File: src/rtl/s_mem_arbiter_if.sv
// Bus between the RC4 sequencing FSMs, the S-array memory and the memory arbiter.
// The master side is the requesters plus the memory; the slave side is the arbiter.
interface s_mem_arbiter_if #(
    parameter int N_REQ  = 3,
    parameter int ADDR_W = 8,
    parameter int DATA_W = 8
);
    logic [N_REQ-1:0]        req;
    logic [N_REQ*ADDR_W-1:0] req_addr;
    logic [N_REQ-1:0]        req_wr_en;
    logic [N_REQ*DATA_W-1:0] req_wr_data;
    logic [N_REQ-1:0]        gnt;
    logic [ADDR_W-1:0]       mem_addr;
    logic                    mem_wr_en;
    logic [DATA_W-1:0]       mem_wr_data;
    logic [DATA_W-1:0]       mem_rd_data;
    logic [DATA_W-1:0]       rd_data;
    logic [N_REQ-1:0]        rd_valid;

    modport master (
        output req, req_addr, req_wr_en, req_wr_data, mem_rd_data,
        input  gnt, mem_addr, mem_wr_en, mem_wr_data, rd_data, rd_valid
    );

    modport slave (
        input  req, req_addr, req_wr_en, req_wr_data, mem_rd_data,
        output gnt, mem_addr, mem_wr_en, mem_wr_data, rd_data, rd_valid
    );
endinterface

File: src/rtl/s_mem_arbiter.sv
// Round-robin, phase-granular arbiter for the single-port S-array memory.
// The owner keeps the port while its req is high; reads return a valid strobe RD_LAT cycles later.
module s_mem_arbiter #(
    parameter int N_REQ  = 3,
    parameter int ADDR_W = 8,
    parameter int DATA_W = 8,
    parameter int RD_LAT = 1
) (
    input  logic           clk,
    input  logic           rst,
    s_mem_arbiter_if.slave bus
);
    localparam int PTR_W = $clog2(N_REQ);

    typedef enum logic [1:0] {IDLE, OWN, RELEASE} state_t;

    state_t             state_q, state_d;
    logic [N_REQ-1:0]   gnt_q, gnt_d;
    logic [PTR_W-1:0]   ptr_q, ptr_d;
    logic [PTR_W-1:0]   owner_q, owner_d;
    logic [N_REQ-1:0]   vpipe_q [RD_LAT];
    logic [N_REQ-1:0]   vpipe_d [RD_LAT];

    logic               access;
    logic               found;
    logic [PTR_W-1:0]   winner;
    logic [PTR_W-1:0]   idx;

    // Search starts one past the previous owner so nobody is granted twice while others wait.
    always_comb begin
        found  = 1'b0;
        winner = '0;
        idx    = '0;
        for (int k = 1; k <= N_REQ; k++) begin
            idx = PTR_W'((int'(ptr_q) + k) % N_REQ);
            if (!found && bus.req[idx]) begin
                found  = 1'b1;
                winner = idx;
            end
        end
    end

    assign access = (state_q == OWN) && gnt_q[owner_q] && bus.req[owner_q];

    always_comb begin
        bus.mem_addr    = '0;
        bus.mem_wr_data = '0;
        bus.mem_wr_en   = 1'b0;
        if (access) begin
            bus.mem_addr    = bus.req_addr[int'(owner_q)*ADDR_W +: ADDR_W];
            bus.mem_wr_data = bus.req_wr_data[int'(owner_q)*DATA_W +: DATA_W];
            bus.mem_wr_en   = bus.req_wr_en[owner_q];
        end
    end

    // Valid pipeline is independent of state so late read results still get their strobe.
    always_comb begin
        vpipe_d[0] = '0;
        if (access && !bus.req_wr_en[owner_q])
            vpipe_d[0] = N_REQ'(1) << owner_q;
        for (int i = 1; i < RD_LAT; i++)
            vpipe_d[i] = vpipe_q[i-1];
    end

    always_comb begin
        state_d = state_q;
        gnt_d   = gnt_q;
        ptr_d   = ptr_q;
        owner_d = owner_q;
        case (state_q)
            IDLE: begin
                if (found) begin
                    owner_d = winner;
                    gnt_d   = N_REQ'(1) << winner;
                    state_d = OWN;
                end
            end
            OWN: begin
                if (!bus.req[owner_q]) begin
                    gnt_d   = '0;
                    ptr_d   = owner_q;
                    state_d = RELEASE;
                end
            end
            RELEASE: state_d = IDLE;
            default: begin
                gnt_d   = '0;
                state_d = IDLE;
            end
        endcase
    end

    always_ff @(posedge clk or posedge rst) begin
        if (rst) begin
            state_q <= IDLE;
            gnt_q   <= '0;
            ptr_q   <= PTR_W'(N_REQ - 1);
            owner_q <= '0;
            for (int i = 0; i < RD_LAT; i++)
                vpipe_q[i] <= '0;
        end else begin
            state_q <= state_d;
            gnt_q   <= gnt_d;
            ptr_q   <= ptr_d;
            owner_q <= owner_d;
            vpipe_q <= vpipe_d;
        end
    end

    assign bus.gnt      = gnt_q;
    assign bus.rd_data  = bus.mem_rd_data;
    assign bus.rd_valid = vpipe_q[RD_LAT-1];
endmodule

File: src/flat_wrapper.sv
// flat-port wrapper written by rule: the top's interface ports become plain ports
module s_mem_arbiter_flat 
#(
    parameter int N_REQ  = 3,
    parameter int ADDR_W = 8,
    parameter int DATA_W = 8,
    parameter int RD_LAT = 1
)
  (clk, rst, bus_req, bus_req_addr, bus_req_wr_en, bus_req_wr_data, bus_mem_rd_data, bus_gnt, bus_mem_addr, bus_mem_wr_en, bus_mem_wr_data, bus_rd_data, bus_rd_valid);
  s_mem_arbiter_if #(.N_REQ(N_REQ), .ADDR_W(ADDR_W), .DATA_W(DATA_W)) bus_i ();
  input  logic clk;
  input  logic rst;
  input wire logic [$bits(bus_i.req)-1:0] bus_req;
  input wire logic [$bits(bus_i.req_addr)-1:0] bus_req_addr;
  input wire logic [$bits(bus_i.req_wr_en)-1:0] bus_req_wr_en;
  input wire logic [$bits(bus_i.req_wr_data)-1:0] bus_req_wr_data;
  input wire logic [$bits(bus_i.mem_rd_data)-1:0] bus_mem_rd_data;
  output wire logic [$bits(bus_i.gnt)-1:0] bus_gnt;
  output wire logic [$bits(bus_i.mem_addr)-1:0] bus_mem_addr;
  output wire logic [$bits(bus_i.mem_wr_en)-1:0] bus_mem_wr_en;
  output wire logic [$bits(bus_i.mem_wr_data)-1:0] bus_mem_wr_data;
  output wire logic [$bits(bus_i.rd_data)-1:0] bus_rd_data;
  output wire logic [$bits(bus_i.rd_valid)-1:0] bus_rd_valid;
  assign bus_i.req = bus_req;
  assign bus_i.req_addr = bus_req_addr;
  assign bus_i.req_wr_en = bus_req_wr_en;
  assign bus_i.req_wr_data = bus_req_wr_data;
  assign bus_i.mem_rd_data = bus_mem_rd_data;
  assign bus_gnt = bus_i.gnt;
  assign bus_mem_addr = bus_i.mem_addr;
  assign bus_mem_wr_en = bus_i.mem_wr_en;
  assign bus_mem_wr_data = bus_i.mem_wr_data;
  assign bus_rd_data = bus_i.rd_data;
  assign bus_rd_valid = bus_i.rd_valid;
  s_mem_arbiter #(.N_REQ(N_REQ), .ADDR_W(ADDR_W), .DATA_W(DATA_W), .RD_LAT(RD_LAT)) u_core (.clk(clk), .rst(rst), .bus(bus_i));
endmodule
File: config.mk
export PLATFORM = sky130hd
export DESIGN_NAME = s_mem_arbiter_flat
export DESIGN_NICKNAME = d
export VERILOG_FILES = /design/src/rtl/s_mem_arbiter_if.sv /design/src/rtl/s_mem_arbiter.sv /design/src/flat_wrapper.sv
export SDC_FILE = /design/constraint.sdc
export NUM_CORES = 1
export LEC_CHECK = 0
export BUFFER_PORTS_ARGS = -buffer_cell sky130_fd_sc_hd__buf_4
export CORE_ASPECT_RATIO = 0.9
export CORE_MARGIN = 3
export CORE_UTILIZATION = 40
export CTS_CLUSTER_DIAMETER = 100
export CTS_CLUSTER_SIZE = 28
export DETAILED_ROUTE_END_ITERATION = 7
export GPL_TIMING_DRIVEN = 0
export PLACE_DENSITY = 0.85
export SLEW_MARGIN = 30
export SYNTH_ARGS = -nofsm -noshare
export SYNTH_HDL_FRONTEND = slang
export SYNTH_SLANG_ARGS = --single-unit
File: constraint.sdc
create_clock -name clk -period 2.8 [get_ports clk]
set_input_delay 0.7 -clock clk [delete_from_list [all_inputs] [get_ports clk]]
set_output_delay 0.7 -clock clk [all_outputs]
set_load 0.03 [all_outputs]
==> results.sh, run 1 <==
export IMPL_tns_ns=0
export IMPL_cp_arrival_ns=1.94
export IMPL_setup_slack_ns=0.155
export IMPL_yosys_cell_types_count=35
export IMPL_startpoint_type="primary input"
export IMPL_ir_drop_v=0.000492
export IMPL_crit_fanout=10
export IMPL_detailed_place_hpwl_um=3230
export IMPL_rsz0062_at_grt="false"
export IMPL_num_vias=1430
export IMPL_clk_path_buf_depth=2
export IMPL_gp_congestion=0.818
export IMPL_crit_path_end_kind="primary output"
export IMPL_cts_tree="built"
export IMPL_htree_levels=1
export IMPL_p_leak_nw=1.04
export IMPL_cts_root_buf="clkbuf_4"
export IMPL_final_common_cell="buf_4"
export IMPL_fin_skew_ns=0.0166
export IMPL_synth_edf_count=0
export IMPL_syn_area_um2=1250
export IMPL_synth_compound_area_share_pct=21.5
export IMPL_clk_pin_slew_ns=0.08
export IMPL_grt_pass1_vias=1260
export IMPL_cp_required_ns=2.10
export IMPL_grtUsageTotal_pct=18.4
export IMPL_fmax_mhz=378
export IMPL_ys_flop_type="dfrtp_1"
export IMPL_grt_pass1_wl_um=5580
export IMPL_yosys_warnings=0
export IMPL_dieArea_um2=3830
export IMPL_period_minus_slack_ns=2.64
export IMPL_min_path_type="in2async"
export IMPL_drt_wl_total_um=3890
export IMPL_worst_pin_slew_ns=0.619
export IMPL_run_status="finished clean"
export IMPL_setup_viol=0
export IMPL_ios=95
export IMPL_synthArstFlopShare_pct=100
export IMPL_hold_viol=0
export IMPL_dp_slack_ns=0.138
export IMPL_vias_per_cell=4.86
export IMPL_synth_area_leaders="dfrtp_1 22%, mux2i_1 16%, nor2_1 11%"
export IMPL_utilization_pct=70.0
export IMPL_synthSimpleGateAreaFrac_pct=21.2
export IMPL_drc=0
export IMPL_numCtsBuffers=3
export IMPL_synthCells=162
export IMPL_first_pass_iters=4
export IMPL_period_share_pct=94.5
export IMPL_overflow=0
export IMPL_avgSynthCellArea_um2=7.72
export IMPL_slew_viol_final=0
export IMPL_synth_adder_area_share_pct=3.00
export IMPL_die_h_um=59.0
export IMPL_antenna_cells=0
export IMPL_syn_to_final_growth_pct=60.2
export IMPL_drt_iter0_drc=71
export IMPL_layout_nets=322
export IMPL_rows=18
export IMPL_synth_xor_area_share_pct=0
export IMPL_grt_max_degree=13
export IMPL_synth_area_leader_cell="dfrtp_1"
export IMPL_maxCapViolCount=0
export IMPL_powerDensity_nw_per_um2=770
export IMPL_slew_headroom_pct=58.4
export IMPL_start_util_pct=43.7
export IMPL_synth_top_family_by_area="compound AO/OA/AOI/OAI gates"
export IMPL_synth_top_area_share_pct=22.0
export IMPL_yosysSeqAreaShare_pct=24.1
export IMPL_die_w_um=64.9
export IMPL_ys_ff_latch=12
export IMPL_wire_per_inst_um=13.2
export IMPL_drive_gt1_share_pct=44.5
export IMPL_core_area_um2=2860
export IMPL_critPathKind="in2out"
export IMPL_port_buffer_count=86
export IMPL_antenna_left=0
export IMPL_antenna_found_initial=0
export IMPL_synthesis_nets=229
export IMPL_synth_mux_area_share_pct=18.1
export IMPL_cts_sinks=12
export IMPL_mostFrequentLayoutCells="98 x buf_4, 37 x nor2_1, 21 x a21oi_1"
export IMPL_clock_latency_ns=0.28
## layer usage
layer	vias to the layer above	track usage, %	wire [um]
li1	740	-	-
met4	0	1.51	23
met3	2	5.69	198
met5	-	0	0
met1	641	23.1	1580
met2	47	32.5	2090
## cells in the mapped netlist, types with 2 or more instances
cell type  instances
buf_2              3
buf_6              2
ha_1               3
mux2i_1           20
nor2_1            38
nor4_1             2
inv_1              8
nor2b_1            3
nand2b_1           2
o21ai_0            4
a21o_1             3
a21oi_1           21
a211oi_1           2
nand2_1            7
dfrtp_1           11
clkbuf_1           4
o22ai_1            2
a211o_1            2
buf_4              9
## worst max-delay path, stage by stage
cell and delay [ns]:
buf_4 0.13, mux2_4 0.28, a22oi_4 0.25, nor3b_4 0.07, nand2_1 0.08, clkbuf_4 0.20
nor2_1 0.07, buf_4 0.16
## sequential cells by signal (all words and copies together) (netlist names)
register             count
u_core.bus.gnt           3
u_core.bus.rd_valid      3
u_core.owner_q           2
u_core.ptr_q             2
u_core.state_q           2
## where the power goes
group	switching [W]	internal [W]
Combinational	0.000626	0.000507
Clock	0.0000545	0.0000551
Sequential	0.0000619	0.000238
Total	0.000742	0.000800
## layout make-up
type,count,area [um2]
Clock buffer,4,26.3
Sequential cell,12,302
Fill cell,233,858
Timing Repair Buffer,88,661
Inverter,8,30.0
Multi-Input combinational cell,124,807
Tap cell,40,50.0
Buffer,18,126
## through the flow
| step | power [W] | std cells | instance area (um2) | hold WS (ns) |
|---|---|---|---|---|
| 2_1_floorplan | 0.00110 | 162 | 1250 | 0.468 |
| 3_3_place_gp | 0.00136 | 288 | 1950 | 0.495 |
| 3_5_place_dp | 0.00138 | 288 | 1950 | 0.510 |
| 4_1_cts | 0.00149 | 292 | 1970 | 0.428 |
| 5_1_grt | 0.00168 | 294 | 2000 | 0.458 |
| 6_report | 0.00154 | 294 | 2000 | 0.412 |
## timing repair
item | in CTS | in global routing
setup buffers | 0 | 2
endpoints found under the hold margin | 0 | 0
setup endpoints to repair | 0 | 16
resized for setup | 0 | 7
hold buffers | 0 | 0
## logic make-up after synthesis
kind of cell	count (synthesis)
AND/OR/NAND/NOR	58
multiplexers	22
adder cells (fa/ha/maj)	3
flip-flops	12
buffers and inverters	26
AO/OA/AOI/OAI	41
## path summary, 6_finish.rpt
| check | startpoint | endpoint | slack [ns] | cells after the start |
|---|---|---|---|---|
| setup / recovery | bus_req[0] | bus_mem_addr[5] | 0.16 | 8 |
| hold reg to reg | u_core.ptr_q[1] | u_core.ptr_q[1] | 0.51 | 2 |
| min in group clk | u_core.ptr_q[1] | u_core.ptr_q[1] | 0.51 | 2 |
| setup reg to reg | u_core.ptr_q[0] | u_core.owner_q[0] | 0.59 | 7 |
| hold / removal | rst | u_core.owner_q[1] | 0.41 | 2 |
| max in group asynchronous | rst | u_core.ptr_q[1] | 2.04 | 2 |
No activity file was read; power rests on OpenSTA's default activity.
==> run 2: changes to the inputs <==
--- a/config.mk
+++ b/config.mk
@@ -5,15 +5,15 @@
 export SDC_FILE = /design/constraint.sdc
 export NUM_CORES = 1
 export LEC_CHECK = 0
-export BUFFER_PORTS_ARGS = -buffer_cell sky130_fd_sc_hd__buf_4
 export CORE_ASPECT_RATIO = 0.9
 export CORE_MARGIN = 3
-export CORE_UTILIZATION = 40
+export CORE_UTILIZATION = 53
 export CTS_CLUSTER_DIAMETER = 100
 export CTS_CLUSTER_SIZE = 28
 export DETAILED_ROUTE_END_ITERATION = 7
+export DONT_BUFFER_PORTS = 1
 export GPL_TIMING_DRIVEN = 0
-export PLACE_DENSITY = 0.85
+export PLACE_DENSITY = 0.73
 export SLEW_MARGIN = 30
 export SYNTH_ARGS = -nofsm -noshare
 export SYNTH_HDL_FRONTEND = slang
==> results.sh, run 2 (synthesis results as in run 1) <==
export IMPL_wire_per_inst_um=16.5
export IMPL_p_leak_nw=0.617
export IMPL_critical_path_cell_chain="buf_6, nor2b_1, buf_4, a22oi_4, nor3b_4, nand2_1, buf_4, nor2_4"
export IMPL_ir_drop_v=0.000561
export IMPL_slew_headroom_pct=57.1
export IMPL_grt_max_degree=13
export IMPL_critPathKind="reg2out"
export IMPL_maxCapViolCount=0
export IMPL_period_share_pct=96.5
export IMPL_switching_share_pct=52.9
export IMPL_stdcell_area_um2=1460
export IMPL_max_stage_delay_ns=0.37
export IMPL_fin_skew_ns=0.00319
export IMPL_period_minus_slack_ns=2.70
export IMPL_vias_per_cell=6.11
export IMPL_cp_required_ns=2.10
export IMPL_run_status="finished clean"
export IMPL_wl_met1_um=1210
export IMPL_drt_iter0_drc=39
export IMPL_cts_setup_buffers=0
export IMPL_clk_path_buf_depth=2
export IMPL_wl_met3_um=263
export IMPL_min_path_type="in2async"
export IMPL_drive_gt1_share_pct=24.7
export IMPL_cts_hold_repair_buffers=0
export IMPL_dpl_instance_area_um2=1280
export IMPL_syn_to_final_growth_pct=16.7
export IMPL_top_layer="met4"
export IMPL_cpMostUsedCell="buf_4"
export IMPL_path_buf_inv=3
export IMPL_layout_nets=234
export IMPL_port_buffer_count=0
export IMPL_cts_tree="built"
export IMPL_setup_viol=0
export IMPL_fmax_mhz=370
export IMPL_detailed_place_hpwl_um=2470
export IMPL_grt_pass1_wl_um=4470
export IMPL_cp_arrival_ns=2.00
export IMPL_grt_pass1_vias=1031
export IMPL_mostFrequentLayoutCells="21 x a21oi_1, 21 x nor2_1, 20 x mux2i_1"
export IMPL_drc=0
export IMPL_core_area_um2=2200
export IMPL_dr_wl_met2_um=1700
export IMPL_ios=95
export IMPL_antenna_left=0
export IMPL_hold_ws_ns=0.309
export IMPL_power_frac_clock_pct=9.0
export IMPL_rows=16
export IMPL_antenna_found_initial=0
export IMPL_clock_latency_ns=0.27
export IMPL_numCtsBuffers=3
export IMPL_ff2ff_setup_slack_ns=0.60
export IMPL_r2r_start="u_core.ptr_q[0]"
export IMPL_clk_pin_slew_ns=0.07
export IMPL_p_sw_w=0.000801
export IMPL_r2r_end="u_core.owner_q[0]"
export IMPL_dieArea_um2=2980
export IMPL_start_util_pct=56.8
export IMPL_p_int_w=0.000714
export IMPL_startpoint_type="register"
export IMPL_crit_family="simple AND/OR/NAND/NOR gates"
export IMPL_overflow=0
export IMPL_crit_path_end_kind="primary output"
export IMPL_slew_viol_final=0
export IMPL_nFillCells=188
export IMPL_seq_area_um2=302
export IMPL_worst_pin_slew_ns=0.639
export IMPL_r2r_worst_path_cells=7
export IMPL_cts_sinks=12
export IMPL_drt_wl_total_um=3180
export IMPL_hold_viol=0
export IMPL_crit_slowest_cell="dfrtp_1"
export IMPL_antenna_cells=0
export IMPL_gp_congestion=0.820
export IMPL_htree_levels=1
export IMPL_die_h_um=52.1
export IMPL_grtUsageTotal_pct=19.1
export IMPL_combPwrFrac_pct=68.6
export IMPL_num_vias=1179
export IMPL_powerDensity_nw_per_um2=1040
export IMPL_multi_input_area_um2=932
export IMPL_first_pass_iters=4
export IMPL_crit_fanout=10
export IMPL_cts_root_buf="clkbuf_4"
export IMPL_seqPwrFrac_pct=22.4
export IMPL_tns_ns=0
export IMPL_die_w_um=57.2
-- run 2: cell types whose count changed in the layout (fill, tap and decap cells not counted), sizes merged --
| cell | before | now |
|---|---|---|
| buf | 101 | 14 |
| clkbuf | 9 | 8 |
-- run 2: power by group through the flow --
| stage | combinational [W] | sequential (W) | clock, W |
|---|---|---|---|
| 2_1_floorplan | 0.000781 | 0.000323 | 0 |
| 3_3_place_gp | 0.000884 | 0.000335 | 0 |
| 3_5_place_dp | 0.000913 | 0.000339 | 0 |
| 4_1_cts | 0.000934 | 0.000334 | 0.000140 |
| 5_1_grt | 0.00115 | 0.000347 | 0.000149 |
| 6_report | 0.00104 | 0.000339 | 0.000136 |
-- run 2: per-stage QoR --
step                      cells  power, W  util (%)  worst slack, ns
final                       193   0.00151      66.3           0.0976
after global routing        193   0.00164      66.3          -0.0225
after CTS                   193   0.00141      60.7          -0.0841
after detailed placement    189   0.00125      58.3            0.149
after global placement      189   0.00122      58.3            0.165
after floorplan             162   0.00110         -            0.290
-- run 2: area by class of cell --
cell class / instances / share of cell area [%]
plain buffers: 18 / 8.58
clock buffers: 4 / 2.49
inverters: 8 / 2.06
multi-input cells: 124 / 63.9
flip-flops and latches: 12 / 20.7
well taps: 27 / 2.32
-- run 2: repair_timing --
item	CTS	global route
setup endpoints to repair	17	17
pin swaps	0	17
resized for setup	7	32
-- run 2: worst max path at each step --
stage / cells after the start / from / end / slack [ns]
after detailed placement: 6 / bus_req[0] / bus_mem_wr_data[2] / 0.15
after global placement: 6 / bus_req[0] / bus_mem_wr_data[2] / 0.16
after CTS: 8 / u_core.owner_q[0] / bus_mem_wr_data[4] / -0.08
after floorplan: 6 / bus_req[0] / bus_mem_addr[0] / 0.29
after global routing: 8 / u_core.owner_q[0] / bus_mem_wr_data[2] / -0.02
final: 8 / u_core.owner_q[0] / bus_mem_wr_data[2] / 0.1
-- run 2: metal layers --
metal  vias to the layer above  track usage [%]
met4                         0             3.47
met2                        57             32.9
met5                         -                0
li1                        564                -
met3                         2             6.45
met1                       556             23.3
